===== src/rtl/axil_adaptor_mo_if.sv =====
// Core-side request/response and AXI4-lite master signal bundle for axil_adaptor_mo.
// The master modport is the adaptor's view; the slave modport is the environment's view.
interface axil_adaptor_mo_if #(
    parameter int unsigned DATA_WIDTH = 32,
    parameter int unsigned ADDR_WIDTH = 32,
    parameter int unsigned STRB_WIDTH = DATA_WIDTH / 8,
    parameter int unsigned TAG_WIDTH  = 32
);
    logic                  intf_req_val;
    logic                  intf_req_ready;
    logic [ADDR_WIDTH-1:0] intf_addr;
    logic [DATA_WIDTH-1:0] intf_wdata;
    logic                  intf_ren;
    logic [STRB_WIDTH-1:0] intf_wen;
    logic [TAG_WIDTH-1:0]  intf_req_tag;
    logic                  intf_rsp_val;
    logic                  intf_rsp_ready;
    logic                  intf_rsp_error;
    logic [DATA_WIDTH-1:0] intf_rdata;
    logic [TAG_WIDTH-1:0]  intf_rsp_tag;

    logic [ADDR_WIDTH-1:0] axi_awaddr;
    logic                  axi_awvalid;
    logic                  axi_awready;
    logic [DATA_WIDTH-1:0] axi_wdata;
    logic [STRB_WIDTH-1:0] axi_wstrb;
    logic                  axi_wvalid;
    logic                  axi_wready;
    logic [1:0]            axi_bresp;
    logic                  axi_bvalid;
    logic                  axi_bready;
    logic [ADDR_WIDTH-1:0] axi_araddr;
    logic                  axi_arvalid;
    logic                  axi_arready;
    logic [DATA_WIDTH-1:0] axi_rdata;
    logic [1:0]            axi_rresp;
    logic                  axi_rvalid;
    logic                  axi_rready;

    modport master (
        input  intf_req_val, intf_addr, intf_wdata, intf_ren, intf_wen, intf_req_tag,
        input  intf_rsp_ready,
        output intf_req_ready, intf_rsp_val, intf_rsp_error, intf_rdata, intf_rsp_tag,
        output axi_awaddr, axi_awvalid, axi_wdata, axi_wstrb, axi_wvalid, axi_bready,
        output axi_araddr, axi_arvalid, axi_rready,
        input  axi_awready, axi_wready, axi_bresp, axi_bvalid,
        input  axi_arready, axi_rdata, axi_rresp, axi_rvalid
    );

    modport slave (
        output intf_req_val, intf_addr, intf_wdata, intf_ren, intf_wen, intf_req_tag,
        output intf_rsp_ready,
        input  intf_req_ready, intf_rsp_val, intf_rsp_error, intf_rdata, intf_rsp_tag,
        input  axi_awaddr, axi_awvalid, axi_wdata, axi_wstrb, axi_wvalid, axi_bready,
        input  axi_araddr, axi_arvalid, axi_rready,
        output axi_awready, axi_wready, axi_bresp, axi_bvalid,
        output axi_arready, axi_rdata, axi_rresp, axi_rvalid
    );
endinterface


===== src/rtl/axil_adaptor_mo.sv =====
// AXI4-lite master adaptor: one issue register plus an in-order response FIFO.
// Define AXIL_ADAPTOR_ERRLOG_EN to add the sticky first-error address log.
module axil_adaptor_mo #(
    parameter int unsigned DATA_WIDTH  = 32,
    parameter int unsigned ADDR_WIDTH  = 32,
    parameter int unsigned STRB_WIDTH  = DATA_WIDTH / 8,
    parameter int unsigned TAG_WIDTH   = 32,
    parameter int unsigned OUTSTANDING = 4
) (
    input  logic                  clk,
    input  logic                  rst_n,
`ifdef AXIL_ADAPTOR_ERRLOG_EN
    input  logic                  err_clr,
    output logic                  err_sticky,
    output logic [ADDR_WIDTH-1:0] err_addr,
`endif
    axil_adaptor_mo_if.master     bus
);
    localparam int unsigned PTR_W = $clog2(OUTSTANDING);

    logic                  busy_q, is_wr_q, aw_done_q, w_done_q;
    logic [ADDR_WIDTH-1:0] addr_q;
    logic [DATA_WIDTH-1:0] wdata_q;
    logic [STRB_WIDTH-1:0] wen_q;

    logic                  ord_wr_q  [OUTSTANDING];
    logic [TAG_WIDTH-1:0]  ord_tag_q [OUTSTANDING];
    logic [PTR_W-1:0]      wptr_q, rptr_q;
    logic [PTR_W:0]        count_q;

    logic ord_full, head_val, head_wr;
    logic req_is_wr, req_is_rd, accept, push, pop;
    logic aw_hs, w_hs, ar_hs, issue_done;

    // Bus valids are pure functions of registered state.
    assign bus.axi_awvalid = busy_q & is_wr_q & ~aw_done_q;
    assign bus.axi_wvalid  = busy_q & is_wr_q & ~w_done_q;
    assign bus.axi_arvalid = busy_q & ~is_wr_q;
    assign bus.axi_awaddr  = addr_q;
    assign bus.axi_araddr  = addr_q;
    assign bus.axi_wdata   = wdata_q;
    assign bus.axi_wstrb   = wen_q;

    assign aw_hs      = bus.axi_awvalid & bus.axi_awready;
    assign w_hs       = bus.axi_wvalid & bus.axi_wready;
    assign ar_hs      = bus.axi_arvalid & bus.axi_arready;
    assign issue_done = busy_q & (is_wr_q ? ((aw_done_q | aw_hs) & (w_done_q | w_hs)) : ar_hs);

    // Full is judged before any same-cycle pop, so a full FIFO never takes a push.
    assign ord_full           = (count_q == (PTR_W + 1)'(OUTSTANDING));
    assign bus.intf_req_ready = (~busy_q | issue_done) & ~ord_full;
    assign accept             = bus.intf_req_val & bus.intf_req_ready;
    assign req_is_wr          = |bus.intf_wen;
    assign req_is_rd          = bus.intf_ren & ~req_is_wr;
    assign push               = accept & (req_is_wr | req_is_rd);

    assign head_val           = (count_q != '0);
    assign head_wr            = ord_wr_q[rptr_q];
    assign bus.axi_bready     = head_val & head_wr & bus.intf_rsp_ready;
    assign bus.axi_rready     = head_val & ~head_wr & bus.intf_rsp_ready;
    assign bus.intf_rsp_val   = head_val & (head_wr ? bus.axi_bvalid : bus.axi_rvalid);
    assign bus.intf_rsp_error = head_wr ? bus.axi_bresp[1] : bus.axi_rresp[1];
    assign bus.intf_rsp_tag   = ord_tag_q[rptr_q];
    assign bus.intf_rdata     = bus.axi_rdata;
    assign pop                = bus.intf_rsp_val & bus.intf_rsp_ready;

    always_ff @(posedge clk or negedge rst_n) begin
        if (!rst_n) begin
            busy_q    <= 1'b0;
            is_wr_q   <= 1'b0;
            aw_done_q <= 1'b0;
            w_done_q  <= 1'b0;
            addr_q    <= '0;
            wdata_q   <= '0;
            wen_q     <= '0;
        end else if (accept) begin
            // A request with neither read nor write set leaves the issue slot idle.
            busy_q    <= push;
            is_wr_q   <= req_is_wr;
            aw_done_q <= 1'b0;
            w_done_q  <= 1'b0;
            addr_q    <= bus.intf_addr;
            wdata_q   <= bus.intf_wdata;
            wen_q     <= bus.intf_wen;
        end else if (issue_done) begin
            busy_q    <= 1'b0;
            aw_done_q <= 1'b0;
            w_done_q  <= 1'b0;
        end else begin
            if (aw_hs) aw_done_q <= 1'b1;
            if (w_hs)  w_done_q  <= 1'b1;
        end
    end

    always_ff @(posedge clk or negedge rst_n) begin
        if (!rst_n) begin
            wptr_q  <= '0;
            rptr_q  <= '0;
            count_q <= '0;
        end else begin
            if (push) wptr_q <= wptr_q + 1'b1;
            if (pop)  rptr_q <= rptr_q + 1'b1;
            unique case ({push, pop})
                2'b10:   count_q <= count_q + 1'b1;
                2'b01:   count_q <= count_q - 1'b1;
                default: count_q <= count_q;
            endcase
        end
    end

    always_ff @(posedge clk) begin
        if (push) begin
            ord_wr_q[wptr_q]  <= req_is_wr;
            ord_tag_q[wptr_q] <= bus.intf_req_tag;
        end
    end

`ifdef AXIL_ADAPTOR_ERRLOG_EN
    logic [ADDR_WIDTH-1:0] ord_addr_q [OUTSTANDING];
    logic                  err_sticky_q;
    logic [ADDR_WIDTH-1:0] err_addr_q;

    always_ff @(posedge clk) begin
        if (push) ord_addr_q[wptr_q] <= bus.intf_addr;
    end

    always_ff @(posedge clk or negedge rst_n) begin
        if (!rst_n) begin
            err_sticky_q <= 1'b0;
            err_addr_q   <= '0;
        end else if (err_clr) begin
            err_sticky_q <= 1'b0;
            err_addr_q   <= '0;
        end else if (pop & bus.intf_rsp_error & ~err_sticky_q) begin
            err_sticky_q <= 1'b1;
            err_addr_q   <= ord_addr_q[rptr_q];
        end
    end

    assign err_sticky = err_sticky_q;
    assign err_addr   = err_addr_q;
`endif
endmodule


===== src/flat_wrapper.sv =====
// flat-port wrapper written by rule: the top's interface ports become plain ports
module axil_adaptor_mo_flat 
#(
    parameter int unsigned DATA_WIDTH  = 32,
    parameter int unsigned ADDR_WIDTH  = 32,
    parameter int unsigned STRB_WIDTH  = DATA_WIDTH / 8,
    parameter int unsigned TAG_WIDTH   = 32,
    parameter int unsigned OUTSTANDING = 4
)
  (clk, rst_n, bus_intf_req_val, bus_intf_addr, bus_intf_wdata, bus_intf_ren, bus_intf_wen, bus_intf_req_tag, bus_intf_rsp_ready, bus_intf_req_ready, bus_intf_rsp_val, bus_intf_rsp_error, bus_intf_rdata, bus_intf_rsp_tag, bus_axi_awaddr, bus_axi_awvalid, bus_axi_wdata, bus_axi_wstrb, bus_axi_wvalid, bus_axi_bready, bus_axi_araddr, bus_axi_arvalid, bus_axi_rready, bus_axi_awready, bus_axi_wready, bus_axi_bresp, bus_axi_bvalid, bus_axi_arready, bus_axi_rdata, bus_axi_rresp, bus_axi_rvalid);
  axil_adaptor_mo_if #(.DATA_WIDTH(DATA_WIDTH), .ADDR_WIDTH(ADDR_WIDTH), .STRB_WIDTH(STRB_WIDTH), .TAG_WIDTH(TAG_WIDTH)) bus_i ();
  input  logic clk;
  input  logic rst_n;
  input wire logic [$bits(bus_i.intf_req_val)-1:0] bus_intf_req_val;
  input wire logic [$bits(bus_i.intf_addr)-1:0] bus_intf_addr;
  input wire logic [$bits(bus_i.intf_wdata)-1:0] bus_intf_wdata;
  input wire logic [$bits(bus_i.intf_ren)-1:0] bus_intf_ren;
  input wire logic [$bits(bus_i.intf_wen)-1:0] bus_intf_wen;
  input wire logic [$bits(bus_i.intf_req_tag)-1:0] bus_intf_req_tag;
  input wire logic [$bits(bus_i.intf_rsp_ready)-1:0] bus_intf_rsp_ready;
  output wire logic [$bits(bus_i.intf_req_ready)-1:0] bus_intf_req_ready;
  output wire logic [$bits(bus_i.intf_rsp_val)-1:0] bus_intf_rsp_val;
  output wire logic [$bits(bus_i.intf_rsp_error)-1:0] bus_intf_rsp_error;
  output wire logic [$bits(bus_i.intf_rdata)-1:0] bus_intf_rdata;
  output wire logic [$bits(bus_i.intf_rsp_tag)-1:0] bus_intf_rsp_tag;
  output wire logic [$bits(bus_i.axi_awaddr)-1:0] bus_axi_awaddr;
  output wire logic [$bits(bus_i.axi_awvalid)-1:0] bus_axi_awvalid;
  output wire logic [$bits(bus_i.axi_wdata)-1:0] bus_axi_wdata;
  output wire logic [$bits(bus_i.axi_wstrb)-1:0] bus_axi_wstrb;
  output wire logic [$bits(bus_i.axi_wvalid)-1:0] bus_axi_wvalid;
  output wire logic [$bits(bus_i.axi_bready)-1:0] bus_axi_bready;
  output wire logic [$bits(bus_i.axi_araddr)-1:0] bus_axi_araddr;
  output wire logic [$bits(bus_i.axi_arvalid)-1:0] bus_axi_arvalid;
  output wire logic [$bits(bus_i.axi_rready)-1:0] bus_axi_rready;
  input wire logic [$bits(bus_i.axi_awready)-1:0] bus_axi_awready;
  input wire logic [$bits(bus_i.axi_wready)-1:0] bus_axi_wready;
  input wire logic [$bits(bus_i.axi_bresp)-1:0] bus_axi_bresp;
  input wire logic [$bits(bus_i.axi_bvalid)-1:0] bus_axi_bvalid;
  input wire logic [$bits(bus_i.axi_arready)-1:0] bus_axi_arready;
  input wire logic [$bits(bus_i.axi_rdata)-1:0] bus_axi_rdata;
  input wire logic [$bits(bus_i.axi_rresp)-1:0] bus_axi_rresp;
  input wire logic [$bits(bus_i.axi_rvalid)-1:0] bus_axi_rvalid;
  assign bus_i.intf_req_val = bus_intf_req_val;
  assign bus_i.intf_addr = bus_intf_addr;
  assign bus_i.intf_wdata = bus_intf_wdata;
  assign bus_i.intf_ren = bus_intf_ren;
  assign bus_i.intf_wen = bus_intf_wen;
  assign bus_i.intf_req_tag = bus_intf_req_tag;
  assign bus_i.intf_rsp_ready = bus_intf_rsp_ready;
  assign bus_intf_req_ready = bus_i.intf_req_ready;
  assign bus_intf_rsp_val = bus_i.intf_rsp_val;
  assign bus_intf_rsp_error = bus_i.intf_rsp_error;
  assign bus_intf_rdata = bus_i.intf_rdata;
  assign bus_intf_rsp_tag = bus_i.intf_rsp_tag;
  assign bus_axi_awaddr = bus_i.axi_awaddr;
  assign bus_axi_awvalid = bus_i.axi_awvalid;
  assign bus_axi_wdata = bus_i.axi_wdata;
  assign bus_axi_wstrb = bus_i.axi_wstrb;
  assign bus_axi_wvalid = bus_i.axi_wvalid;
  assign bus_axi_bready = bus_i.axi_bready;
  assign bus_axi_araddr = bus_i.axi_araddr;
  assign bus_axi_arvalid = bus_i.axi_arvalid;
  assign bus_axi_rready = bus_i.axi_rready;
  assign bus_i.axi_awready = bus_axi_awready;
  assign bus_i.axi_wready = bus_axi_wready;
  assign bus_i.axi_bresp = bus_axi_bresp;
  assign bus_i.axi_bvalid = bus_axi_bvalid;
  assign bus_i.axi_arready = bus_axi_arready;
  assign bus_i.axi_rdata = bus_axi_rdata;
  assign bus_i.axi_rresp = bus_axi_rresp;
  assign bus_i.axi_rvalid = bus_axi_rvalid;
  axil_adaptor_mo #(.DATA_WIDTH(DATA_WIDTH), .ADDR_WIDTH(ADDR_WIDTH), .STRB_WIDTH(STRB_WIDTH), .TAG_WIDTH(TAG_WIDTH), .OUTSTANDING(OUTSTANDING)) u_core (.clk(clk), .rst_n(rst_n), .bus(bus_i));
endmodule

===== config.mk =====
export PLATFORM = sky130hd
export DESIGN_NAME = axil_adaptor_mo_flat
export DESIGN_NICKNAME = d
export VERILOG_FILES = /design/src/rtl/axil_adaptor_mo_if.sv /design/src/rtl/axil_adaptor_mo.sv /design/src/flat_wrapper.sv
export SDC_FILE = /design/constraint.sdc
export NUM_CORES = 1
export LEC_CHECK = 0
export BUFFER_PORTS_ARGS = -buffer_cell sky130_fd_sc_hd__buf_2
export CAP_MARGIN = 10
export CORE_ASPECT_RATIO = 1.4
export CORE_MARGIN = 2
export CORE_UTILIZATION = 45
export DETAILED_ROUTE_END_ITERATION = 16
export GPL_TIMING_DRIVEN = 0
export PLACE_DENSITY = 0.84
export SLEW_MARGIN = 20
export SYNTH_ARGS = -nofsm -noshare
export SYNTH_HDL_FRONTEND = slang
export SYNTH_SLANG_ARGS = --single-unit

===== constraint.sdc =====
create_clock -name clk -period 2.8 [get_ports clk]
set_clock_uncertainty 0.05 [all_clocks]
set_input_delay 0.42 -clock clk [delete_from_list [all_inputs] [get_ports clk]]
set_output_delay 0.42 -clock clk [all_outputs]
set_load 0.05 [all_outputs]

==> reports/results.tsv, run 1 <==
stage	metric	value	unit
outcome	status	completed	
final_layout	final non-filler cell total	1021	
cts	CTS tree	yes	
global_route	vias in the first global route	5278	
routing	drt total wl	19500	microns
timing	final setup violation count	0	
die	initial core utilization	46.0	%
synthesis	average instance area after synthesis	18.9	sq um
synthesis	Synth Net Count	604	
placement	routability cong.	0.796	
routing	drt drc	0	
final_layout	register area	0.00594	sq mm
timing	fin crit period	2710	ps
cts	Clk Latency, worst-skew pair	480	ps
routing	DR WL/cell	19.1	microns
placement	count of input and output buffers	283	
die	die span in y	167	microns
global_route	first-pass GRT wire length	29500	microns
timing	Fin. Hold Viols	0	
critical_path	CP Max Fanout	8	
synthesis	Distinct cells, synth	38	
critical_path	R2R setup slack	100	ps
placement	dpl hpwl	14100	microns
global_route	pin count of the biggest net entering global routing	54	
critical_path	slowest cell delay on critical path	370	ps
critical_path	CP endpoint kind	primary output	
cts	buffer depth of the longest clock path	3	
routing	post-route ant nets	0	
placement	placed cell areas	0.0104	sq mm
timing	count of pins over their slew limit	0	
final_layout	most frequent cells in the layout	buf_2, edfxtp_1, dfrtp_1, buf_4, mux2_2	
critical_path	CP Class	reg2out	
critical_path	end of the critical path	bus_intf_rsp_val	
critical_path	Levels on crit path	6	
die	Die W	121	microns
timing	Worst slew margin	59.4	%
die	Site Rows	59	
final_layout	Multi-input gate area	0.00200	sq mm
cts	clock sinks	211	
timing	part of the cycle the worst path needs	96.8	%
synthesis	sequential area share after synthesis	69.5	%
final_layout	Filler cells	1432	
final_layout	design area	0.0111	sq mm
timing	hold_ws	98.8	ps
critical_path	Cell Chain, Critical Path	buf_2, mux2i_2, mux2i_2, mux2i_1, nor2_1, buf_2	
critical_path	worst flop-to-flop path endpoint	u_core.count_q[2]	
global_route	Total GRT Usage	19.0	%
critical_path	worst reg-to-reg path cell count	11	
critical_path	Critical R2R Launch	u_core.rptr_q[1]	
synthesis	YS warnings	0	
routing	Max Used Layer	met4	
synthesis	synthesized area	0.00855	sq mm
flow_run	max-cap violations	0	
critical_path	WP data arrival	2240	ps
routing	WL met1	6850	microns
timing	setup ws final	90.6	ps
global_route	Congestion Overflow GR	0	
synthesis	Mapped Cells	452	
routing	initial drt markers	320	
timing	actual slew at the worst max-slew pin	608	ps
routing	met2 WL post-DR	10500	microns
final_layout	nets	915	
final_layout	share of layout cells above drive strength 1	66.0	%
routing	vias per cell	4.91	
critical_path	CP Buf/Inv Count	2	
cts	CTS H-tree lvls	1	
timing	unrepaired setup endpoints after global routing	true	
routing	DR pass1 iterations	4	
die	Core Area	0.0186	sq mm
cts	Clock Tree Root	clkbuf_16	
final_layout	most common cell after layout, fill and taps aside	buf_2	
critical_path	Crit path max-delay family	multiplexers	
critical_path	CP startpoint	u_core.rptr_q[1]	
min_path	HP Class	in2reg	
routing	met3 wire len	1830	microns
critical_path	Req. time, crit path	2330	ps
critical_path	CP startpoint kind	register	
routing	Vias	5018	
cts	Clock transition at path regs	70	ps
die	Die ar.	0.0201	sq mm
cts	Num CTS Buffers	20	
placement	placed cells	984	
timing	f_max	369	MHz
die	# IOs	318	
global_route	initial antenna violation count	1	
final_layout	Area Growth Syn to Fin	29.8	%
synthesis	Yosys reg bits	211	
placement	Place WS	100	ps
critical_path	CP max-delay cell	mux2i_2	
==> worst min-delay path by stage <==
stage	start	endpoint	slack (ps)	cells after the start
2_1_floorplan	rst_n	u_core.aw_done_q	70	0
3_3_place_gp	u_core.bus.axi_wstrb[0]	u_core.bus.axi_wstrb[0]	430	1
3_5_place_dp	rst_n	u_core.bus.axi_araddr[0]	320	1
4_1_cts	bus_intf_req_tag[2]	u_core.ord_tag_q[2][2]	80	1
5_1_grt	bus_intf_req_tag[9]	u_core.ord_tag_q[1][9]	90	1
6_report	bus_intf_req_tag[2]	u_core.ord_tag_q[2][2]	100	1
==> cells by family (layout without fill, tap and decap cells) <==
family          after synthesis  after routing  synth area share [%]
flops                       211            211                  69.5
compound gates                7              7                 0.688
simple gates                 26             26                  2.00
other cells                   0              1                     0
xor+xnor                      5              5                 0.512
buf+inv                      87            411                  7.33
mux                         110            110                  19.0
fa+ha+maj                     6              6                 0.966
==> metal layers <==
metal / track usage (%) / vias up
li1: - / 2256
met1: 22.9 / 2457
met2: 34.1 / 275
met3: 4.60 / 30
met4: 4.95 / 0
met5: 0 / -
==> state kept, by name, summed over array words and instances (netlist names) <==
signal	cells
u_core.rptr_q	2
u_core.count_q	3
u_core.ord_tag_q	128
u_core.busy_q	1
u_core.ord_wr_q	4
u_core.wptr_q	2
u_core.bus.axi_wstrb	4
u_core.is_wr_q	1
u_core.w_done_q	1
u_core.bus.axi_araddr	32
u_core.bus.axi_wdata	32
u_core.aw_done_q	1
==> synthesized netlist by cell type, drive strengths merged <==
master | count | area share (%)
and2 | 4 | 0.29
or2 | 1 | 0.073
mux2 | 71 | 9.8
nor2b | 2 | 0.15
inv | 7 | 0.31
buf | 78 | 6.9
xor2 | 3 | 0.31
o211ai | 1 | 0.15
a21oi | 1 | 0.058
o221ai | 1 | 0.10
fa | 1 | 0.23
a32o | 2 | 0.23
mux2i | 7 | 0.82
nor3b | 1 | 0.088
and3 | 1 | 0.073
nor3 | 1 | 0.058
mux4 | 32 | 8.4
nor2 | 9 | 0.61
nand2b | 3 | 0.22
dfrtp | 79 | 23
edfxtp | 132 | 46
ha | 5 | 0.73
o31ai | 1 | 0.088
or3b | 1 | 0.13
clkbuf | 2 | 0.088
xnor2 | 2 | 0.20
o21ai | 1 | 0.058
or4 | 1 | 0.13
nand2 | 2 | 0.18
==> area by class of cell <==
type                    instances  area share [%]
diodes                          1          0.0225
repair buffers                289            13.8
clock buffers                  22            4.77
plain buffers                  80            5.49
clock inverters                13            1.35
well taps                     244            2.75
flip-flops and latches        211            53.5
multi-input cells             154            18.0
inverters                       7           0.237
==> stage by stage <==
stage	setup TNS, ps	utilization [%]
2_1_floorplan	0	-
3_3_place_gp	-29450	55.2
3_5_place_dp	0	55.8
4_1_cts	0	59.6
5_1_grt	-13.5	59.7
6_report	0	59.7
==> what timing repair did <==
| action | 4_1_cts | 5_1_grt |
|---|---|---|
| cloned | 0 | 0 |
| setup endpoints to repair | 7 | 19 |
| hold endpoints to repair | 26 | 0 |
| gates resized for setup | 4 | 4 |
| pin swaps | 0 | 0 |
| setup buffers | 0 | 0 |
| hold buffers | 1 | 0 |
Power of run 1 is not shown: default switching activity piles up to over one toggle a cycle in this logic, so the estimate is an artifact.
==> run 2: changes to the inputs <==
CORE_UTILIZATION = 49   (was 45)
PLACE_DENSITY = 0.9   (was 0.84)
==> reports/results.tsv, run 2 (synthesis gave the netlist of run 1 again) <==
stage	metric	value	unit	change
outcome	status	completed		unchanged
critical_path	most used cell, CP	buf_2		
cts	Clock transition at path regs	60	ps	was 70 ps
global_route	M2 GR Usage	36.1	%	was 34.1%
routing	DR pass1 iterations	4		unchanged
routing	Vias	5072		was 5018
flow_run	max-cap violations	0		unchanged
global_route	gr busiest metal	met2		unchanged
cts	clock sinks	211		unchanged
min_path	HP Class	in2reg		unchanged
routing	initial drt markers	353		was 320
timing	part of the cycle the worst path needs	96.6	%	was 96.8%
global_route	initial antenna violation count	2		was 1
critical_path	Critical R2R Launch	u_core.rptr_q[1]		unchanged
global_route	pin count of the biggest net entering global routing	52		was 54
die	Die ar.	0.0185	sq mm	was 0.0201 sq mm
die	Die W	116	microns	was 121 microns
routing	vias per cell	5.00		was 4.91
critical_path	WP data arrival	2240	ps	about the same
critical_path	R2R setup slack	110	ps	was 100 ps
die	die span in y	160	microns	was 167 microns
critical_path	CP Max Fanout	10		was 8
critical_path	Cell Chain, Critical Path	buf_2, clkbuf_1, mux4_2, buf_2		was buf_2, mux2i_2, mux2i_2, mux2i_1, nor2_1, buf_2
die	initial core utilization	49.6	%	was 46.0%
critical_path	CP Class	reg2out		unchanged
critical_path	worst reg-to-reg path cell count	11		unchanged
cts	Clk Latency, worst-skew pair	490	ps	was 480 ps
critical_path	worst flop-to-flop path endpoint	u_core.count_q[2]		unchanged
critical_path	end of the critical path	bus_intf_rsp_tag[19]		was bus_intf_rsp_val
critical_path	slowest cell delay on critical path	510	ps	was 370 ps
critical_path	CP startpoint	u_core.rptr_q[1]		unchanged
cts	CTS H-tree lvls	1		unchanged
placement	routability cong.	0.783		was 0.796
final_layout	most common cell after layout, fill and taps aside	buf_2		unchanged
critical_path	CP endpoint kind	primary output		unchanged
final_layout	max reg flops	128		unchanged
critical_path	Req. time, crit path	2330	ps	about the same
critical_path	CP Buf/Inv Count	3		was 2
global_route	M1 GR Usage	26.5	%	was 22.9%
cts	CTS tree	yes		unchanged
final_layout	nets	915		unchanged
routing	drt total wl	20200	microns	was 19500 microns
timing	final setup violation count	0		unchanged
timing	setup ws final	94.8	ps	was 90.6 ps
critical_path	Levels on crit path	4		was 6
final_layout	Largest Register	u_core.ord_tag_q		unchanged
placement	placed cells	976		was 984
timing	Fin. Hold Viols	0		unchanged
critical_path	CP max-delay cell	clkbuf_1		was mux2i_2
global_route	first-pass GRT wire length	30100	microns	was 29500 microns
timing	Worst slew margin	58.1	%	was 59.4%
placement	Place WS	102	ps	was 100 ps
critical_path	Crit path max-delay family	buffers and inverters		was multiplexers
placement	dpl hpwl	15200	microns	was 14100 microns
timing	count of pins over their slew limit	0		unchanged
critical_path	CP startpoint kind	register		unchanged
placement	count of input and output buffers	283		unchanged
global_route	Congestion Overflow GR	0		unchanged
cts	Num CTS Buffers	20		unchanged
timing	actual slew at the worst max-slew pin	628	ps	was 608 ps
global_route	Total GRT Usage	21.3	%	was 19.0%
routing	DR WL/cell	19.9	microns	was 19.1 microns
cts	Clock Tree Root	clkbuf_16		unchanged
timing	fin crit period	2710	ps	about the same
final_layout	most frequent cells in the layout	buf_2, edfxtp_1, dfrtp_1, buf_4, mux2_2		unchanged
final_layout	share of layout cells above drive strength 1	65.9	%	was 66.0%
final_layout	final non-filler cell total	1015		was 1021
global_route	met3 usage	6.79	%	was 4.60%
final_layout	Area Growth Syn to Fin	29.8	%	about the same
timing	f_max	370	MHz	was 369 MHz
timing	hold_ws	94.6	ps	was 98.8 ps
die	# IOs	318		unchanged
routing	post-route ant nets	0		unchanged
global_route	vias in the first global route	5516		was 5278
die	Site Rows	57		was 59
routing	drt drc	0		unchanged
cts	buffer depth of the longest clock path	3		unchanged
die	Core Area	0.0173	sq mm	was 0.0186 sq mm
min_path	hold_sp	bus_intf_req_tag[3]		was bus_intf_req_tag[2]
==> run 2: layer usage <==
metal	share of wire, %	vias to the layer above
li1	-	2249
met1	36	2502
met2	51	277
met3	9.6	44
met4	2.5	0
met5	0	-
==> run 2: layout make-up <==
cell class              count  area (sq um)
flip-flops and latches    211          5940
clock inverters             8          65.1
diodes                      3          7.51
well taps                 236           295
repair buffers            289          1570
plain buffers              80           608
multi-input cells         154          2000
clock buffers              27           591
fillers                  1233          6160
inverters                   7          26.3
==> run 2: worst min-delay path by stage <==
stage                                         end  slack [ps]  depth (start not counted)
after floorplan                  u_core.aw_done_q          70                          0
after global placement    u_core.bus.axi_wdata[8]         440                          1
after detailed placement         u_core.rptr_q[0]         330                          1
after CTS                 u_core.ord_tag_q[0][13]          80                          1
after global routing       u_core.ord_tag_q[3][3]          90                          1
final                      u_core.ord_tag_q[3][3]          90                          1
==> run 2: repair_timing <==
action	CTS	global route
hold buffers	1	0
gates resized for setup	0	7
hold endpoints to repair	28	0
endpoints found under the setup margin	0	29
buffers inserted	0	0
==> run 2: stage by stage <==
step           TNS, ps  util (%)  instance area (sq um)
3_3_place_gp    -38680      59.5                  10300
3_5_place_dp         0      60.3                  10400
6_report             0      64.3                  11100
2_1_floorplan        0         -                   8550
4_1_cts              0      64.2                  11100
5_1_grt          -5.14      64.3                  11100
Power of run 2 is left out for the same reason.
